<file path="src/rtl/clock_divider_multi.sv">
// Multi-channel programmable clock divider with per-channel period tick.
// Optional CLKDIV_SYNC_EN adds sync_n to phase-align every channel.
module clock_divider_multi #(
   parameter int CHANNELS        = 2,
   parameter int WIDTH           = 28,
   parameter int DEFAULT_DIVISOR = 50000,
   parameter int SEL_W           = 1
) (
   input  logic                clock_in,
   input  logic                reset_n,
   input  logic                enable,
`ifdef CLKDIV_SYNC_EN
   input  logic                sync_n,
`endif
   input  logic                div_wr,
   input  logic [SEL_W-1:0]    div_sel,
   input  logic [WIDTH-1:0]    div_data,
   output logic [CHANNELS-1:0] div_pending,
   output logic [CHANNELS-1:0] clock_out,
   output logic [CHANNELS-1:0] tick
);

   localparam logic [WIDTH-1:0] DEF_D = WIDTH'(DEFAULT_DIVISOR);
   localparam logic [WIDTH-1:0] MIN_D = WIDTH'(2);

   logic [WIDTH-1:0] wr_val;
   logic             sync;

   assign wr_val = (div_data < MIN_D) ? MIN_D : div_data;

`ifdef CLKDIV_SYNC_EN
   assign sync = ~sync_n;
`else
   assign sync = 1'b0;
`endif

   for (genvar i = 0; i < CHANNELS; i++) begin : g_ch
      logic [WIDTH-1:0] cnt_q, cnt_d;
      logic [WIDTH-1:0] div_q, div_d;
      logic [WIDTH-1:0] pnd_q, pnd_d;
      logic [WIDTH-1:0] half;
      logic             pbit_q, pbit_d;
      logic             clk_q, clk_d;
      logic             tick_q, tick_d;
      logic             hit, last, wrap, apply;

      assign hit   = div_wr && (div_sel == SEL_W'(i));
      assign last  = (cnt_q == div_q - WIDTH'(1));
      assign wrap  = enable && last;
      assign apply = sync || wrap;

      always_comb begin
         cnt_d = cnt_q;
         div_d = div_q;
         if (apply) begin
            cnt_d = '0;
            if (pbit_q)
               div_d = pnd_q;
         end else if (enable) begin
            cnt_d = cnt_q + WIDTH'(1);
         end
      end

      // A write always lands in the pending slot, even on an apply edge.
      always_comb begin
         pnd_d  = pnd_q;
         pbit_d = pbit_q;
         if (hit) begin
            pnd_d  = wr_val;
            pbit_d = 1'b1;
         end else if (apply) begin
            pbit_d = 1'b0;
         end
      end

      // High phase starts at ceil(D/2), computed without overflow.
      always_comb begin
         half   = (div_d >> 1) + WIDTH'(div_d[0]);
         clk_d  = (cnt_d >= half);
         tick_d = wrap && !sync;
      end

      always_ff @(posedge clock_in or negedge reset_n) begin
         if (!reset_n) begin
            cnt_q  <= '0;
            div_q  <= DEF_D;
            pnd_q  <= DEF_D;
            pbit_q <= 1'b0;
            clk_q  <= 1'b0;
            tick_q <= 1'b0;
         end else begin
            cnt_q  <= cnt_d;
            div_q  <= div_d;
            pnd_q  <= pnd_d;
            pbit_q <= pbit_d;
            clk_q  <= clk_d;
            tick_q <= tick_d;
         end
      end

      assign div_pending[i] = pbit_q;
      assign clock_out[i]   = clk_q;
      assign tick[i]        = tick_q;
   end

endmodule

</file>
<file path="config.mk">
export PLATFORM = sky130hd
export DESIGN_NAME = clock_divider_multi
export DESIGN_NICKNAME = d
export VERILOG_FILES = /design/src/rtl/clock_divider_multi.sv
export SDC_FILE = /design/constraint.sdc
export NUM_CORES = 1
export LEC_CHECK = 0
export CAP_MARGIN = 15
export CORE_UTILIZATION = 63
export CTS_CLUSTER_SIZE = 20
export DETAILED_ROUTE_END_ITERATION = 10
export GPL_TIMING_DRIVEN = 0
export PLACE_DENSITY_LB_ADDON = 0.3
export SYNTH_ARGS = -nofsm -noshare
export SYNTH_HDL_FRONTEND = slang
export SYNTH_SLANG_ARGS = --single-unit
</file>
<file path="constraint.sdc">
create_clock -name clock_in -period 7.7 [get_ports clock_in]
set_input_delay 1.155 -clock clock_in [delete_from_list [all_inputs] [get_ports clock_in]]
set_output_delay 1.155 -clock clock_in [all_outputs]
set_load 0.05 [all_outputs]
</file>
Word level (Yosys, flattened, before mapping)
Cells that the tools add are included.
{"block": "word_totals", "register_bits": 174, "latch_bits": 0, "ram_bits": 0, "rom_bits": 0, "mem_count": 0}
{"block": "op_classes", "n_addsub": 6, "multipliers": 0, "div_mod_pow": 0, "order_cmp": 3, "eq_ne": 2, "shift": 0, "n_mux": 13, "bitwise_logic": 1, "reduce_logical": 6}
{"operator": "2-to-1 mux 28 bit", "n": 9}
{"operator": "adder 27 x 1 -> 28 bit", "n": 2}
{"operator": "adder 28 x 1 -> 28 bit, second input constant", "n": 2}
{"operator": "equality test 28 bit", "n": 2}
{"operator": ">= comparator 28 bit", "n": 2}
{"operator": "subtractor 28 x 1 -> 28 bit, second input constant", "n": 2}
{"operator": "less-than comparator 28 x 2 -> 1 bit, second input constant", "n": 1}
{"operator": "logical AND 1 bit", "n": 4}
{"operator": "2-to-1 mux 1 bit", "n": 4}
{"operator": "nonzero test 2 bit", "n": 2}
{"operator": "inverter 1 bit", "n": 1}

Depth between registers and ports, before layout
Gate-level depths: netlist of run 1.
{"block": "depth", "word_depth": 6, "depth_mapped": 33, "depth_no_buf": 29}

Worst setup path before layout of run 1
Ideal clock, no wire load.
{"block": "synth_timing", "kind": "register -> register", "from": "reg g_ch[0].div_q[2]", "to": "reg g_ch[0].clk_q", "setup_time_ns": 0.126, "arrival_ns": 6.019, "setup_slack_ns": 1.554, "stages_incl_launch_ff": 29, "path_buffers": 5, "path_cell_list": "dfrtp_1 buf_6 nor4_4 nand4_4 or3_4 a2111oi_4 nor4b_2 nand4b_1 or4_1 buf_2 buf_6 buf_2 mux2_2 ha_1 and4_1 clkbuf_1 and4_1 a31oi_1 xor2_1 ha_1 a21o_1 a21oi_1 nor2b_1 o21ai_0 nand2b_1 a21oi_1 o211ai_1 a31o_2 a221o_1"}
{"block": "synth_between", "elab_chain_cells": 6}
{"element": "start: declaration", "line_no": "39", "source": "logic [WIDTH-1:0] div_q, div_d;"}
{"element": "start signal: assignment", "line_no": "93", "source": "div_q <= div_d;"}
{"element": "subtractor 28 x 1 -> 28 bit", "line_no": "48", "source": "assign last = (cnt_q == div_q - WIDTH'(1));"}
{"element": "equality test 28 bit", "line_no": "48"}
{"element": "logical AND 1 bit", "line_no": "49", "source": "assign wrap = enable && last;"}
{"element": "2-to-1 mux 28 bit", "line_no": "55", "source": "if (apply) begin"}
{"element": "net g_ch[0].div_d[1]", "line_no": "39"}
{"element": "adder 27 x 1 -> 28 bit", "line_no": "78", "source": "half = (div_d >> 1) + WIDTH'(div_d[0]);"}
{"element": ">= comparator 28 bit", "line_no": "79", "source": "clk_d = (cnt_d >= half);"}
{"element": "net g_ch[0].clk_d", "line_no": "43", "source": "logic clk_q, clk_d;"}
{"element": "end signal: assignment", "line_no": "96", "source": "clk_q <= clk_d;"}
{"element": "end: declaration", "line_no": "43"}
The timed path passes the listed nets, and every way through them passes these cells.
A chain may end at the register's enable or synchronous reset.

Worst setup path after layout of run 1
{"block": "layout_timing", "from": "reg g_ch[0].div_q[6]", "to": "reg g_ch[0].clk_q"}
The elaborated chain is that of the path after synthesis.

==> results of run 1 <==
worst paths after layout:
path,depth (start not counted),end
min in group asynchronous,1,g_ch[1].cnt_q[1]
worst min register to register,2,g_ch[0].pnd_q[15]
max in group asynchronous,2,g_ch[0].cnt_q[26]
worst min-delay path,2,g_ch[0].pnd_q[15]
worst max-delay path,30,g_ch[0].clk_q
worst max register to register,30,g_ch[0].clk_q
state kept, by name, summed over array words and instances, names as in the netlist:
register / cells
g_ch.clk_q: 2
g_ch.tick_q: 2
g_ch.pbit_q: 2
g_ch.div_q: 56
g_ch.cnt_q: 56
g_ch.pnd_q: 56
synth_stat cells, types with 7 or more instances:
| cell type | n | share of area [%] |
|---|---|---|
| and3_1 | 35 | 1.8 |
| and2_1 | 9 | 0.45 |
| mux2_4 | 14 | 1.7 |
| or4_1 | 7 | 0.42 |
| a21o_1 | 17 | 1.0 |
| dfstp_2 | 24 | 5.1 |
| nand3_1 | 68 | 2.7 |
| nand2_1 | 167 | 5.0 |
| and4_1 | 16 | 1.1 |
| a211oi_1 | 7 | 0.42 |
| nand4_1 | 32 | 1.6 |
| nor4_1 | 28 | 1.4 |
| o21ai_0 | 30 | 1.2 |
| clkbuf_1 | 38 | 1.1 |
| nor2b_1 | 9 | 0.45 |
| or3_1 | 7 | 0.35 |
| buf_6 | 15 | 1.4 |
| mux2_2 | 65 | 5.9 |
| ha_1 | 64 | 6.4 |
| nand2b_1 | 15 | 0.75 |
| dfrtp_1 | 150 | 30 |
| o21ai_1 | 12 | 0.48 |
| xnor2_1 | 91 | 6.4 |
| xor2_1 | 84 | 5.9 |
| nor2_1 | 119 | 3.6 |
| mux2i_1 | 18 | 1.4 |
| nor3_1 | 33 | 1.3 |
| a31oi_1 | 10 | 0.50 |
| a21oi_1 | 34 | 1.4 |
| inv_1 | 27 | 0.81 |
power groups by stage:
stage	clock [mW]	combinational (mW)	sequential, mW
after floorplan	0	0.300	1.08
after global placement	0	0.402	1.11
after detailed placement	0	0.418	1.11
after CTS	0.886	0.423	1.09
after global routing	0.920	0.477	1.11
final	0.881	0.425	1.10
final cells by class:
cell class	count	area [um^2]	area share, %
multi-input cells	1074	7590	55.0
repair buffers	40	420	3.04
well taps	265	332	2.40
flip-flops and latches	174	4380	31.7
plain buffers	68	398	2.88
inverters	27	101	0.734
clock inverters	11	131	0.951
clock buffers	21	450	3.26
kinds of logic after synthesis:
family | count (synthesis) | share of synthesized area, %
adders and majority gates | 64 | 6.44
AOI/OAI and AO/OA | 155 | 8.68
buffers and inverters | 95 | 4.01
DFF | 174 | 35.2
and+or+nand+nor | 579 | 24.0
xor gates and xnor gates | 175 | 12.3
muxes | 100 | 9.33
worst max-delay path: cells and delay by family (launching register included):
kind                       cells  cell delay, ns
AOI/OAI and AO/OA              7            1.43
xor gates and xnor gates       1            0.17
adders and majority gates      3            0.76
buffers and inverters          4            0.72
DFF                            1            0.36
muxes                          1            0.27
and+or+nand+nor               14            3.45
stage by stage:
stage	hold slack [ns]	utilization (%)	power, mW
5_1_grt	0.510	71.2	2.50
2_1_floorplan	0.443	-	1.38
6_report	0.484	71.2	2.40
3_3_place_gp	0.468	67.8	1.51
3_5_place_dp	0.475	68.0	1.53
4_1_cts	0.485	71.0	2.40
metal layers:
layer | wire length (um) | part of all wire, %
met1 | 14800 | 46
met2 | 14300 | 44
met3 | 2610 | 8.1
met4 | 651 | 2.0
met5 | 0 | 0
repair_timing:
item / 4_1_cts / 5_1_grt
hold buffers: 0 / 0
setup endpoints to repair: 0 / 2
setup buffers: 0 / 1
gates resized for setup: 0 / 7
==> out/metrics.cfg, run 1 <==
[cells_and_area]
syn2layout_area_growth_pct=11.0
nFillCells=1528
final_cell_mix=nand2_1, dfrtp_1, nor2_1
antennaDiodeCount=0
final_cells=1680
stdcell_area_um2=13800
drive_gt1_share_pct=14.1
final_common_cell=nand2_1
fin_nets=1499

[critical_path]
slowest_stage=nor4_4
cp-end-kind=flip-flop
rrSetupSlack_ns=0.39
crit_path_start=g_ch[0].div_q[6]
crit_fanout=10
worstPathRequired_ns=8.03
criticalPathCategory=flip-flop to flip-flop
r2r_start=g_ch[0].div_q[6]
startpoint_type=flip-flop
max_stage_delay_ns=0.50
critPathArrivalTime_ns=7.64

[routing]
drt-total-wl_um=32400
ant_nets=0
drt_iter0_markers=1215
wire_per_inst_um=19.3
route.detailed.drc=0
firstDrtPassIters=5
num_vias=10502
avgViaCountPerCell=6.25

[die]
initial_core_util_pct=64.1
fp-row-count=51
die_h_um=143
coreArea_um2=19400
dieArea_um2=20300
io_pins=39
die_w_um=143

[timing]
fin_setup_tns_ns=0
grt_setup_unrepaired=false
finalHoldViolCount=0
period_minus_slack_ns=7.31
worst_slack_ns=0.390
finalSetupViolations=0
report.final.slew_viol_count=0
slew_headroom_pct=30.6
period_share_pct=94.9
fin_skew_ns=0.00736
fmax_mhz=137
worst_pin_slew_ns=1.03

[logic_synthesis]
synth-seq-cells=174
yosysWarnings=0
synth-edff-count=0
syn_area_per_cell_um2=9.27
syn-num-nets=1439
yosysSeqAreaShare_pct=35.2
netlist_area_um2=12400
postSynth.asyncResetShare_pct=100
synthFlopType=dfrtp_1
postSynthCellCount=1342
synth_cell_types=82

[pwr]
leakage_nw=6.22
power_switching_mw=0.711
seqPwrFrac_pct=45.6
ir_drop_v=0.000164
sw_frac_of_total_pct=29.6
power.density_nw_per_um2=174
p_clk_share_pct=36.7
power.internal_mw=1.69
p_comb_share_pct=17.7

[grt]
met1_usage_pct=47.7
gr-total-overflow=0
grt_max_degree=111
grt_most_used_layer=met2
grt_pass1_wl_um=51600
grt_util_met3_pct=6.73
grt_pass1_vias=10049
met2_usage_pct=49.7
antenna_found_initial=0
track_usage_pct=33.0

[place]
gp_congestion=0.968
place_area_um2=13200
hpwlAfterDp_um=24200
port_buffers=38
dpl.cell_count=1646
post-place-ws_ns=0.143

[hold_path]
hp-class=flip-flop to flip-flop
min_from=g_ch[0].pnd_q[15]

[clock_network]
numCtsBuffers=17
cts.sinks=174
cts_max_level=4
root_buffer=clkbuf_16
clk_path_buf_depth=2
clkLatencyLatePin_ns=0.45
cts_tree=yes
clk_pin_slew_worst_paths_ns=0.07

[job]
drv_cap=0

[run_status]
outcome=completed

No activity file was read; power rests on OpenSTA's default activity.
==> inputs of run 2 (changes only) <==
CORE_UTILIZATION = 36   (was 63)
SKIP_LAST_GASP = 1   (was not set)
==> out/metrics.cfg, run 2 (synthesized netlist as in run 1, its figures left out) <==
[place]
hpwlAfterDp_um=26300
gp_congestion=0.908
place_area_um2=13400
post-place-ws_ns=0.0471
port_buffers=38
dpl.cell_count=1829

[run_status]
outcome=completed

[routing]
drt-total-wl_um=34500
wire_per_inst_um=18.5
ant_nets=0
firstDrtPassIters=5
num_vias=10266
drt_iter0_markers=833
route.detailed.drc=0
avgViaCountPerCell=5.50

[clock_network]
postCtsHoldBufs=0
clk_pin_slew_worst_paths_ns=0.08
clkLatencyLatePin_ns=0.45
cts_tree=yes
root_buffer=clkbuf_16
cts_max_level=4
clk_path_buf_depth=2
cts.sinks=174
numCtsBuffers=17

[pwr]
power.total_mw=2.48
ir_drop_v=0.000159
power.density_nw_per_um2=175
leakage_nw=6.30

[critical_path]
critPathArrivalTime_ns=7.52
cp-end-kind=flip-flop
criticalPathCategory=flip-flop to flip-flop
max_stage_delay_ns=0.46
startpoint_type=flip-flop
slowest_stage=nor4_4
worstPathRequired_ns=8.03
crit_fanout=10

[cells_and_area]
fin_nets=1503
multi_input_area_um2=7640
drive_gt1_share_pct=15.0
final_common_cell=nand2_1
seq_area_um2=4380
syn2layout_area_growth_pct=14.0
top_regs=g_ch.cnt_q (56), g_ch.div_q (56), g_ch.pnd_q (56)
nFillCells=3292
final_cell_mix=nand2_1, dfrtp_1, nor2_1
stdcell_area_um2=14200
antennaDiodeCount=0
final_cells=1867
final_core_util_pct=42.0

[grt]
grt_pass1_vias=9978
track_usage_pct=19.8
antenna_found_initial=0
grt_pass1_wl_um=55100
gr-total-overflow=0
grt_max_degree=96

[timing]
finalHoldViolCount=0
fmax_mhz=139
fin_setup_tns_ns=0
whs_ns=0.483
report.final.slew_viol_count=0
slew_headroom_pct=27.9
worst_pin_slew_ns=1.07
fin_skew_ns=0.0144
worst_slack_ns=0.512
finalSetupViolations=0
period_minus_slack_ns=7.19
period_share_pct=93.3

[die]
dieArea_um2=35300
io_pins=39
coreArea_um2=33800
fp-row-count=67
die_h_um=188
initial_core_util_pct=36.8
die_w_um=188

[job]
drv_cap=0

[hold_path]
hp-class=flip-flop to flip-flop

## run 2: area by class of cell
cell class,instances,area share (%)
Timing Repair Buffer,45,3.23
Buffer,68,2.81
Clock buffer,17,3.00
Multi-Input combinational cell,1073,53.8
Tap cell,448,3.95
Inverter,27,0.715
Clock inverter,15,1.54
Sequential cell,174,30.9
## run 2: path summary, 6_finish.rpt
kind | from | endpoint | slack (ns) | cells after the start
worst max register to register | g_ch[0].div_q[6] | g_ch[0].clk_q | 0.51 | 29
max in group asynchronous | reset_n | g_ch[0].div_q[14] | 6.10 | 2
min in group asynchronous | reset_n | g_ch[1].cnt_q[22] | 0.67 | 1
worst min register to register | g_ch[1].pnd_q[1] | g_ch[1].pnd_q[1] | 0.48 | 2
worst min-delay path | g_ch[1].pnd_q[1] | g_ch[1].pnd_q[1] | 0.48 | 2
worst max-delay path | g_ch[0].div_q[6] | g_ch[0].clk_q | 0.51 | 29
## run 2: power by group
| group | leakage (nW) | switching [mW] | total [mW] | internal (mW) |
|---|---|---|---|---|
| Clock | 0.315 | 0.450 | 0.956 | 0.506 |
| Combinational | 3.77 | 0.229 | 0.429 | 0.200 |
| Sequential | 2.22 | 0.0946 | 1.09 | 0.999 |
## run 2: worst max-delay path, delay by kind of cell, from the launching register on
kind | cells | cell delay [ns]
and+or+nand+nor | 14 | 3.40
AOI/OAI and AO/OA | 6 | 1.25
buffers and inverters | 4 | 0.72
muxes | 1 | 0.27
xor gates and xnor gates | 1 | 0.17
DFF | 1 | 0.36
adders and majority gates | 3 | 0.87
## run 2: repair_timing
item / 4_1_cts / 5_1_grt
endpoints found under the hold margin: 0 / 0
buffers inserted: 0 / 6
endpoints found under the setup margin: 0 / 2
resized for setup: 0 / 16
## run 2: layer usage
metal | share of wire, % | global-route usage, % | vias up
met4 | 1.6 | 5.53 | 0
li1 | - | - | 4885
met5 | 0 | 0 | -
met2 | 43 | 29.2 | 312
met3 | 6.8 | 4.12 | 43
met1 | 49 | 29.0 | 5026
==> inputs of run 3 (changes only) <==
PLACE_DENSITY = 0.62   (was not set)
PLACE_DENSITY_LB_ADDON = not set   (was 0.3)
==> out/metrics.cfg, run 3 (synthesized netlist as in run 1, its figures left out) <==
[run_status]
outcome=completed

[cells_and_area]
final_common_cell=nand2_1
fin_nets=1501
drive_gt1_share_pct=14.6
final_core_util_pct=41.9
final_cells=1865
multi_input_area_um2=7630
nFillCells=3310
seq_area_um2=4380
syn2layout_area_growth_pct=13.7
top_regs=g_ch.cnt_q (56), g_ch.div_q (56), g_ch.pnd_q (56)
antennaDiodeCount=0
final_cell_mix=nand2_1, dfrtp_1, nor2_1

[place]
dpl.cell_count=1829
post-place-ws_ns=0.0419
gp_congestion=0.892
port_buffers=38
hpwlAfterDp_um=26200

[routing]
drt-total-wl_um=34100
firstDrtPassIters=5
drt_iter0_markers=849
num_vias=10136
wire_per_inst_um=18.3
avgViaCountPerCell=5.43
route.detailed.drc=0
ant_nets=0

[timing]
finalHoldViolCount=0
slew_headroom_pct=39.1
report.final.slew_viol_count=0
period_share_pct=93.4
worst_pin_slew_ns=0.905
grt_setup_unrepaired=true
fin_skew_ns=0.0145
fmax_mhz=139
finalSetupViolations=0
period_minus_slack_ns=7.19
fin_setup_tns_ns=0
worst_slack_ns=0.506

[critical_path]
cp-end-kind=flip-flop
rrSetupSlack_ns=0.51
critPathArrivalTime_ns=7.51
crit_fanout=10
worstPathRequired_ns=8.02
max_stage_delay_ns=0.50
startpoint_type=flip-flop
crit_path_start=g_ch[0].div_q[7]
reg2reg_depth=29
crit_top_cell=ha_1
r2r_start=g_ch[0].div_q[7]
timing.rr.end=g_ch[0].clk_q
cp-endpoint=g_ch[0].clk_q
criticalPathCategory=flip-flop to flip-flop
slowest_stage=nor4_4

[pwr]
ir_drop_v=0.000153
p_comb_share_pct=17.4
seqPwrFrac_pct=44.5
power.internal_mw=1.73
leakage_nw=6.27
p_clk_share_pct=38.1
power.density_nw_per_um2=174
power_switching_mw=0.729
sw_frac_of_total_pct=29.7

[clock_network]
numCtsBuffers=17
clk_path_buf_depth=2
cts.sinks=174
clkLatencyLatePin_ns=0.44
cts_tree=yes
root_buffer=clkbuf_16
clk_pin_slew_worst_paths_ns=0.07
cts_max_level=4

[die]
die_h_um=188
fp-row-count=67
dieArea_um2=35300
initial_core_util_pct=36.8
die_w_um=188
io_pins=39
coreArea_um2=33800

[grt]
grt_max_degree=106
grt_pass1_vias=9892
antenna_found_initial=0
grt_pass1_wl_um=54600
gr-total-overflow=0
track_usage_pct=19.6

[job]
drv_cap=0

[hold_path]
hp-class=flip-flop to flip-flop
hold_depth=2

run 3: changes by cell type in the layout (fill, tap and decap cells not counted), sizes merged:
cell      previous run  this run
bufinv               2         3
clkinvlp             0         2
clkbuf              55        57
inv                 36        33
clkinv               4         1
buf                 38        37
run 3: routing by layer:
metal / vias to the layer above / wire (um) / global-route usage (%)
li1: 4880 / - / -
met1: 4997 / 17500 / 30.0
met2: 239 / 14700 / 29.0
met3: 20 / 1600 / 2.71
met4: 0 / 398 / 4.41
met5: - / 0 / 0
run 3: layout make-up:
cell class / instances / share of cell area (%)
Buffer: 67 / 2.79
Timing Repair Buffer: 44 / 3.19
Clock inverter: 12 / 1.23
Inverter: 27 / 0.717
Clock buffer: 20 / 3.16
Sequential cell: 174 / 31.0
Tap cell: 448 / 3.96
Multi-Input combinational cell: 1073 / 53.9
run 3: how the worst min path moves through the flow:
stage	from	end
floorplan	g_ch[0].pnd_q[14]	g_ch[0].pnd_q[14]
global placement	g_ch[0].pnd_q[14]	g_ch[0].pnd_q[14]
detailed placement	g_ch[0].pnd_q[14]	g_ch[0].pnd_q[14]
CTS	g_ch[0].pnd_q[14]	g_ch[0].pnd_q[14]
global route	g_ch[0].pnd_q[14]	g_ch[0].pnd_q[14]
finish	g_ch[0].pnd_q[14]	g_ch[0].pnd_q[14]
run 3: power by group through the flow:
stage          registers (mW)  logic, mW  clock network, mW
5_1_grt                  1.11      0.479              0.990
4_1_cts                  1.09      0.430              0.960
3_5_place_dp             1.11      0.425                  0
2_1_floorplan            1.08      0.300                  0
3_3_place_gp             1.11      0.414                  0
6_report                 1.09      0.427              0.938
run 3: what timing repair did:
| action | in CTS | in global routing |
|---|---|---|
| setup buffers | 0 | 5 |
| gates resized for setup | 0 | 14 |
| setup endpoints to repair | 0 | 2 |
| hold buffers | 0 | 0 |
run 3: critical path: cells and delay by family, from the launching register on:
family,cells,cell delay (ns)
muxes,1,0.27
buffers and inverters,3,0.55
xor gates and xnor gates,1,0.19
and+or+nand+nor,14,3.41
AOI/OAI and AO/OA,7,1.42
DFF,1,0.49
adders and majority gates,3,0.73
run 3: stage by stage:
stage                     power (mW)  hold slack, ns  area [um^2]
after floorplan                 1.38           0.443        12400
after global placement          1.52           0.469        13400
after detailed placement        1.54           0.469        13400
after CTS                       2.49           0.480        14000
after global routing            2.58           0.504        14100
final                           2.46           0.477        14100
